<file path="config.mk">
export PLATFORM = sky130hd
export DESIGN_NAME = uart_tx_arbiter
export DESIGN_NICKNAME = d
export VERILOG_FILES = /design/src/rtl/uart_tx_arbiter.sv
export SDC_FILE = /design/constraint.sdc
export NUM_CORES = 1
export LEC_CHECK = 0
export ABC_AREA = 1
export CORE_ASPECT_RATIO = 0.5
export CORE_UTILIZATION = 33
export DETAILED_ROUTE_END_ITERATION = 8
export PLACE_DENSITY = 0.58
export SYNTH_ARGS = -nofsm -noshare
export SYNTH_HDL_FRONTEND = slang
export SYNTH_SLANG_ARGS = --single-unit
</file>
<file path="constraint.sdc">
create_clock -name clk -period 5.91 [get_ports clk]
set_input_delay 0.8865 -clock clk [delete_from_list [all_inputs] [get_ports clk]]
set_output_delay 0.8865 -clock clk [all_outputs]
set_load 0.01 [all_outputs]
</file>
<file path="src/rtl/uart_tx_arbiter.sv">
// Round-robin byte arbiter with optional message locking, driving one
// shared 8N1 (LSB-first) serial transmit line.
module uart_tx_arbiter #(
    parameter int NUM_REQ      = 2,
    parameter int CLKS_PER_BIT = 106,
    parameter int LOCK_TIMEOUT = 4096
) (
    input  logic                 clk,
    input  logic                 resetn,
    input  logic [NUM_REQ-1:0]   req_valid,
    input  logic [8*NUM_REQ-1:0] req_data,
    input  logic [NUM_REQ-1:0]   req_last,
    output logic [NUM_REQ-1:0]   req_ready,
    output logic                 ser_tx,
    output logic                 busy,
    output logic [2:0]           grant_id,
    output logic                 locked
);
    localparam int BW = $clog2(CLKS_PER_BIT);
    localparam int TW = $clog2(LOCK_TIMEOUT + 1);
    localparam logic [BW-1:0] BAUD_LAST = BW'(CLKS_PER_BIT - 1);
    localparam logic [TW-1:0] TMO_LAST  = TW'(LOCK_TIMEOUT - 1);

    typedef enum logic [1:0] {IDLE, START, DATA, STOP} state_t;

    state_t        state, state_n;
    logic [2:0]    ptr, ptr_n, grant_n, pick;
    logic          locked_n, hit;
    logic [TW-1:0] timer, timer_n;
    logic [BW-1:0] baud, baud_n;
    logic [2:0]    bitn, bitn_n;
    logic [7:0]    shift, shift_n;
    logic [7:0]    ready8, valid8, last8;
    logic [63:0]   data8;

    assign valid8 = 8'(req_valid);
    assign last8  = 8'(req_last);
    assign data8  = 64'(req_data);

    function automatic logic [2:0] wrap_add(input logic [2:0] a, input int b);
        int s;
        s = int'(a) + b;
        if (s >= NUM_REQ) s = s - NUM_REQ;
        return 3'(s);
    endfunction

    // Lowest offset from the pointer wins, so scan downward and overwrite.
    always_comb begin
        hit  = 1'b0;
        pick = grant_id;
        if (locked) begin
            hit = valid8[grant_id];
        end else begin
            for (int k = NUM_REQ - 1; k >= 0; k--) begin
                if (valid8[wrap_add(ptr, k)]) begin
                    hit  = 1'b1;
                    pick = wrap_add(ptr, k);
                end
            end
        end
    end

    always_comb begin
        state_n  = state;
        ptr_n    = ptr;
        grant_n  = grant_id;
        locked_n = locked;
        timer_n  = timer;
        baud_n   = baud;
        bitn_n   = bitn;
        shift_n  = shift;
        ready8   = '0;
        unique case (state)
            IDLE: begin
                baud_n = '0;
                bitn_n = '0;
                if (hit) begin
                    ready8[pick] = 1'b1;
                    shift_n  = data8[{pick, 3'b000} +: 8];
                    grant_n  = pick;
                    locked_n = !last8[pick];
                    timer_n  = '0;
                    if (!locked) ptr_n = wrap_add(pick, 1);
                    state_n  = START;
                end else if (locked) begin
                    if (timer == TMO_LAST) begin
                        locked_n = 1'b0;
                        timer_n  = '0;
                    end else begin
                        timer_n = timer + TW'(1);
                    end
                end
            end
            START: begin
                if (baud == BAUD_LAST) begin
                    baud_n  = '0;
                    state_n = DATA;
                end else begin
                    baud_n = baud + BW'(1);
                end
            end
            DATA: begin
                if (baud == BAUD_LAST) begin
                    baud_n  = '0;
                    shift_n = shift >> 1;
                    bitn_n  = bitn + 3'd1;
                    if (bitn == 3'd7) state_n = STOP;
                end else begin
                    baud_n = baud + BW'(1);
                end
            end
            STOP: begin
                if (baud == BAUD_LAST) begin
                    baud_n  = '0;
                    state_n = IDLE;
                end else begin
                    baud_n = baud + BW'(1);
                end
            end
        endcase
    end

    always_ff @(posedge clk) begin
        if (!resetn) begin
            state    <= IDLE;
            ptr      <= '0;
            grant_id <= '0;
            locked   <= 1'b0;
            timer    <= '0;
            baud     <= '0;
            bitn     <= '0;
            shift    <= '0;
        end else begin
            state    <= state_n;
            ptr      <= ptr_n;
            grant_id <= grant_n;
            locked   <= locked_n;
            timer    <= timer_n;
            baud     <= baud_n;
            bitn     <= bitn_n;
            shift    <= shift_n;
        end
    end

    assign req_ready = resetn ? ready8[NUM_REQ-1:0] : '0;
    assign busy      = (state != IDLE);
    assign ser_tx    = (state == START) ? 1'b0 :
                       (state == DATA)  ? shift[0] : 1'b1;

endmodule

</file>
Word level (Yosys, flattened, before mapping)
Index checks and enable logic that the tools add are counted.
{ "classes": {"add_sub_neg": 8, "order_cmp": 8, "n_eq_ne": 11, "shifts": 1, "n_mux": 45, "bitwise": 1, "n_reduce_logical": 13} }
{ "ops": {"columns": ["operator", "count"], "rows": [
  ["variable part select 64 x 7 -> 8 bit", 1],
  ["two-way mux 13 bit", 3],
  ["two-way mux 3 bit", 9],
  ["< comparator 3 x 4 -> 1 bit, second input constant", 4],
  ["two-way mux 2 bit", 8],
  ["two-way mux 8 bit", 2],
  ["one-hot mux 8 bit (2 select lines)", 1],
  ["one-hot mux 7 bit (2 select lines)", 1],
  ["adder 13 x 1 -> 13 bit, second input constant", 1],
  ["equality test 13 x 12 -> 1 bit, second input constant", 1],
  ["two-way mux 1 bit", 13],
  ["binary-select mux 1 bit (select 3 bit)", 4],
  ["!= test 2 bit, second input constant", 5],
  ["subtractor 3 x 2 -> 3 bit, second input constant", 3],
  ["adder 3 x 1 -> 4 bit, second input constant", 2],
  ["greater-or-equal comparator 4 x 2 -> 1 bit, second input constant", 2],
  ["one-hot mux 2 bit (4 select lines)", 1],
  ["adder 7 x 1 -> 7 bit, second input constant", 1],
  ["equality test 7 bit, second input constant", 1],
  ["two-way mux 7 bit", 1],
  ["one-hot mux 3 bit (2 select lines)", 1],
  ["AND reduction 2 bit", 3],
  ["AND reduction 3 bit", 2],
  ["nonzero test 2 bit", 3],
  ["13 further kinds", 14]
]} }
{ "totals": {"register_bits": 40, "input_bits": 22, "out_inout_bits": 8, "elab_cells": 95} }

Logic depth before layout (Yosys ltp)
{ "logic_depth": {"depth_word": 16, "ltp_mapped": 22, "depth_no_buf": 21} }

Worst setup path before layout
No wires, ideal clock.
{ "synth_path": {"path_kind": "input-to-output", "startpoint": "input port req_valid[0]", "endpoint": "output port req_ready[0]", "arrival_ns": 1.952, "required_ns": 5.023, "slack_ns": 3.072, "path_stages": 11, "path_buffers": 1, "cell_sequence": "o21ai_1 nor2_2 nand3_4 nand2_4 nand2_8 inv_2 nand2_2 nand2_2 buf_6 inv_2 nor3_1"} }
{ "synth_between": {"elab_chain_cells": 12, "elab_cells_between_ends": 20, "cone_classes": "order compare (2); mux (17); reduce/logical (1)"} }
{ "synth_rtl": {"columns": ["item", "line", "source"], "rows": [
  ["from (decl)", "10", "input logic [NUM_REQ-1:0] req_valid,"],
  ["binary-select mux 1 bit (select 3 bit)", "55", "if (valid8[wrap_add(ptr, k)]) begin"],
  ["two-way mux 1 bit (not written as such)", "55", null],
  ["two-way mux 3 bit (2 in a row)", "55", null],
  ["two-way mux 3 bit", "51", "if (locked) begin"],
  ["< comparator 3 x 4 -> 1 bit (not written as such) or greater-or-equal comparator 3 x 1 -> 1 bit (tied branches)", "78", "ready8[pick] = 1'b1;"],
  ["logical AND 1 bit (not written as such)", "78", null],
  ["two-way mux 1 bit (not written as such)", "78", null],
  ["demux 1 bit (select 3 bit)", "78", null],
  ["two-way mux 2 bit (*)", "77", "if (hit) begin"],
  ["two-way mux 2 bit (*)", "73", "unique case (state)"],
  ["two-way mux 2 bit (*)", "145", "assign req_ready = resetn ? ready8[NUM_REQ-1:0] : '0;"],
  ["to (decl)", "13", "output logic [NUM_REQ-1:0] req_ready,"]
]} }
Every way passes the cells marked *; elsewhere a longest branch is shown, timed or not. The select of a mux whose other input is x is not followed.

Worst setup path in the final report
Same ends and word-level chain as after synthesis.

==> impl_results.md <==
* Buffer depth of the longest clock path at 2
* Number of max-cap violations at 0
* Run status: finished, final reports clean
* Post-route non-filler standard cell count at 462
* Arrival time worst endpoint at 3.15 ns
* Number of antenna violations at the first check in global routing at 0
* Number of synthesized register bits at 40
* Actual transition at the worst max-transition pin at 0.540 ns
* Standard-cell row count at 21
* Final-report max-slew violation count at 0
* Unique masters post-synth at 41
* Clock-pin transition on the worst setup and hold timing paths at 0.06 ns
* Final clock period utilization by the worst path at 68.3%
* Area of the die at 7840 µm²
* Setup WS pre-CTS at 1.87 ns
* Biggest cell delay along the critical path at 0.56 ns
* First-pass DRT Iterations at 4
* Post-synthesis sequential area ratio at 32.5%
* Final number of hold-violating endpoints at 0
* Cell count after placement at roughly 450
* Peak clock frequency supported by timing at between 200 and 250 MHz
* Number of nets at the end of the flow at 408
* Initial detailed-routing violation count at 58
* Avg WL per Cell at 11.2 µm
* Unrepaired setup endpoints after global routing: no
* # DRC at 0
* Worst EP required at 5.02 ns
* Critical path's slowest cell: clkdlybuf4s50_1
* Worst hold-check path type: reg -> reg
* Avg Inst Size Synth at ~7.3 µm²
* Async set-or-reset flop fraction in the synthesized netlist at 0%
* Number of buffers created by CTS at 5
* Minimum hold slack at 0.469 ns
* DP Wirelength at slightly above 4000 µm
* Top-Level Pins at 30
* TritonCTS Sinks at 40
* Total placed instance area at 2830 µm²
* CTS tree: built
* Detail-routed via count per cell at approximately 4.6
* Post-CTS Repair Setup Buffers at 0
* Worst vdd rail ir drop at 0.174 mV
* Endpoint class of the critical path: output pin
* Final-layout setup total negative slack at 0 ns
* DRT antenna net count at 0
* Global-route wire length before repair at between 9000 and 10,000 µm
* Most instantiated flip-flop cell in the synthesis netlist: dfxtp_1
* Final weighted congestion in routability-driven placement at 0.834
* Maximum number of pins on one net before global-route repair at 21
* Setup slack after layout at 1.88 ns
* Total wire length after detailed routing at between 5000 and 6000 µm
* Core area at 6940 µm²
* Max_slew headroom at 63.9%
* Quantity of hold-fixing buffers added after cts at 0
* Number of flops mapped to enable cells by yosys at 0
* Global route total overflow at 0
* Final count of negative-setup-slack endpoints at 0
* Post-cts resize count at 0
* Final instance area at 2990 µm²
* Synthesis warning total at 0
* Setup skew after layout at roughly 0.0063 ns
* Cell leakage power at 1.25 nW
* Clock latency at the later pin of the worst-skew pair at 0.28 ns
* Vias in the first global route at 2,083
* Final min period at 4.03 ns
* Count of cells along the worst register-to-register path at 18
* Number of I/O port buffers at 29
* Overall fraction of global-route tracks in use at 14.6%
* End-of-flow core utilization at 43.1%
* Worst hold stages at 2
* Area of the mapped netlist at 2460 µm²
* Total power consumption of the routed design at roughly 1.3 mW
* Type of the worst setup path: in -> out
* Layout area overhead at 21.4%
* Fraction of layout instances using a drive strength above 1 at approximately an eighth
* Maximum level of the CTS H-tree at 2
* Antenna diodes at 0
* Cells after Synth at 338
* Initial cell density of the core at 35.5%
* Clock tree root buffer cell: clkbuf_16
* Via Count at 2,140
* Die span in x at 124 µm
* Net count after synthesis at 377
* Die H at between 60 and 70 µm
* Critical Path Start Type: primary input
* Largest driver fanout on the critical path at 20
* Power density over the cells at 433 nW/µm²
* Series of cell instances along the critical path: clkdlybuf4s50_1, o21ai_1, nor2_2, nand3_4, xor2_1, nand2_2, nand2_2, inv_2, nor3_1, clkdlybuf4s50_1
## registers in the layout, summed over array words and instances (netlist names)
| register | flops |
|---|---|
| grant_id | 3 |
| shift | 8 |
| baud | 7 |
| state | 2 |
| timer | 13 |
| bitn | 3 |
| locked | 1 |
| ptr | 3 |
## path summary, 6_finish.rpt
| kind | from | to | slack [ns] |
|---|---|---|---|
| min reg2reg | bitn[2]$_SDFFE_PN0P_ | bitn[2]$_SDFFE_PN0P_ | 0.47 |
| min | bitn[2]$_SDFFE_PN0P_ | bitn[2]$_SDFFE_PN0P_ | 0.47 |
| max reg2reg | ptr[1]$_SDFFE_PN0P_ | ptr[1]$_SDFFE_PN0P_ | 3.08 |
| max | req_valid[0] | req_ready[0] | 1.88 |
## synth_stat cells (6+ instances only)
cell type | n | share of area (%)
nor2_2 | 6 | 1.5
inv_2 | 8 | 1.2
o21ai_0 | 12 | 2.4
inv_1 | 46 | 7.0
nand2_1 | 60 | 9.1
nand3_1 | 15 | 3.0
nor2_1 | 31 | 4.7
a21oi_1 | 32 | 6.5
nor3_1 | 11 | 2.2
ha_1 | 17 | 8.6
dfxtp_1 | 40 | 33
o211ai_1 | 8 | 2.4
## layout by cell type (no fill, tap or decap), types with 2 or more instances in the layout
master	count
nand4_1	3
o21a_1	3
o21ai_0	12
o211ai_1	8
nand2_2	4
nand3_2	2
nand3_1	15
nand2_1	60
nor3_2	2
o21ai_2	3
nor3b_1	2
nor3_1	11
clkbuf_16	5
nor2_2	6
nand2_4	4
ha_1	17
inv_1	46
xnor2_1	2
o21ai_1	2
xor2_1	4
a21oi_1	32
clkdlybuf4s50_1	29
inv_2	8
dfxtp_1	40
nor2_1	31
nor2_4	2
## worst max-delay path: cells and delay by family
kind                      cells  cell delay, ns
AOI/OAI and AO/OA             1            0.08
buffers and inverters         3            1.15
xor gates and xnor gates      1            0.24
and+or+nand+nor               5            0.78
## power by group
group,internal [mW],leakage [nW],switching [mW]
Clock,0.199,0.0808,0.107
Sequential,0.312,0.326,0.0332
Combinational,0.229,0.846,0.414
## area by class of cell
cell class                      count  area (µm²)
Inverter                           56         213
Timing Repair Buffer               29         290
Fill cell                         716        3950
Clock buffer                        6         129
Tap cell                           92         115
Sequential cell                    40         801
Multi-Input combinational cell    237        1410
Clock inverter                      2        35.0
## logic make-up (layout without fill, tap and decap cells)
group | after synthesis | in the layout | synth area share (%)
fa+ha+maj | 17 | 17 | 8.63
flops | 40 | 40 | 32.5
xor+xnor | 6 | 6 | 2.13
compound gates | 64 | 64 | 15.3
simple gates | 150 | 150 | 31.1
buf+inv | 61 | 93 | 10.4
## metal layers
metal | global-route usage (%) | up-vias | part of all wire, %
met3 | 2.99 | 7 | 2.0
li1 | - | 1156 | -
met4 | 4.61 | 0 | 1.2
met1 | 18.7 | 964 | 51
met2 | 24.4 | 13 | 46
met5 | 0 | - | 0
Power figures use the tool's default switching activity.
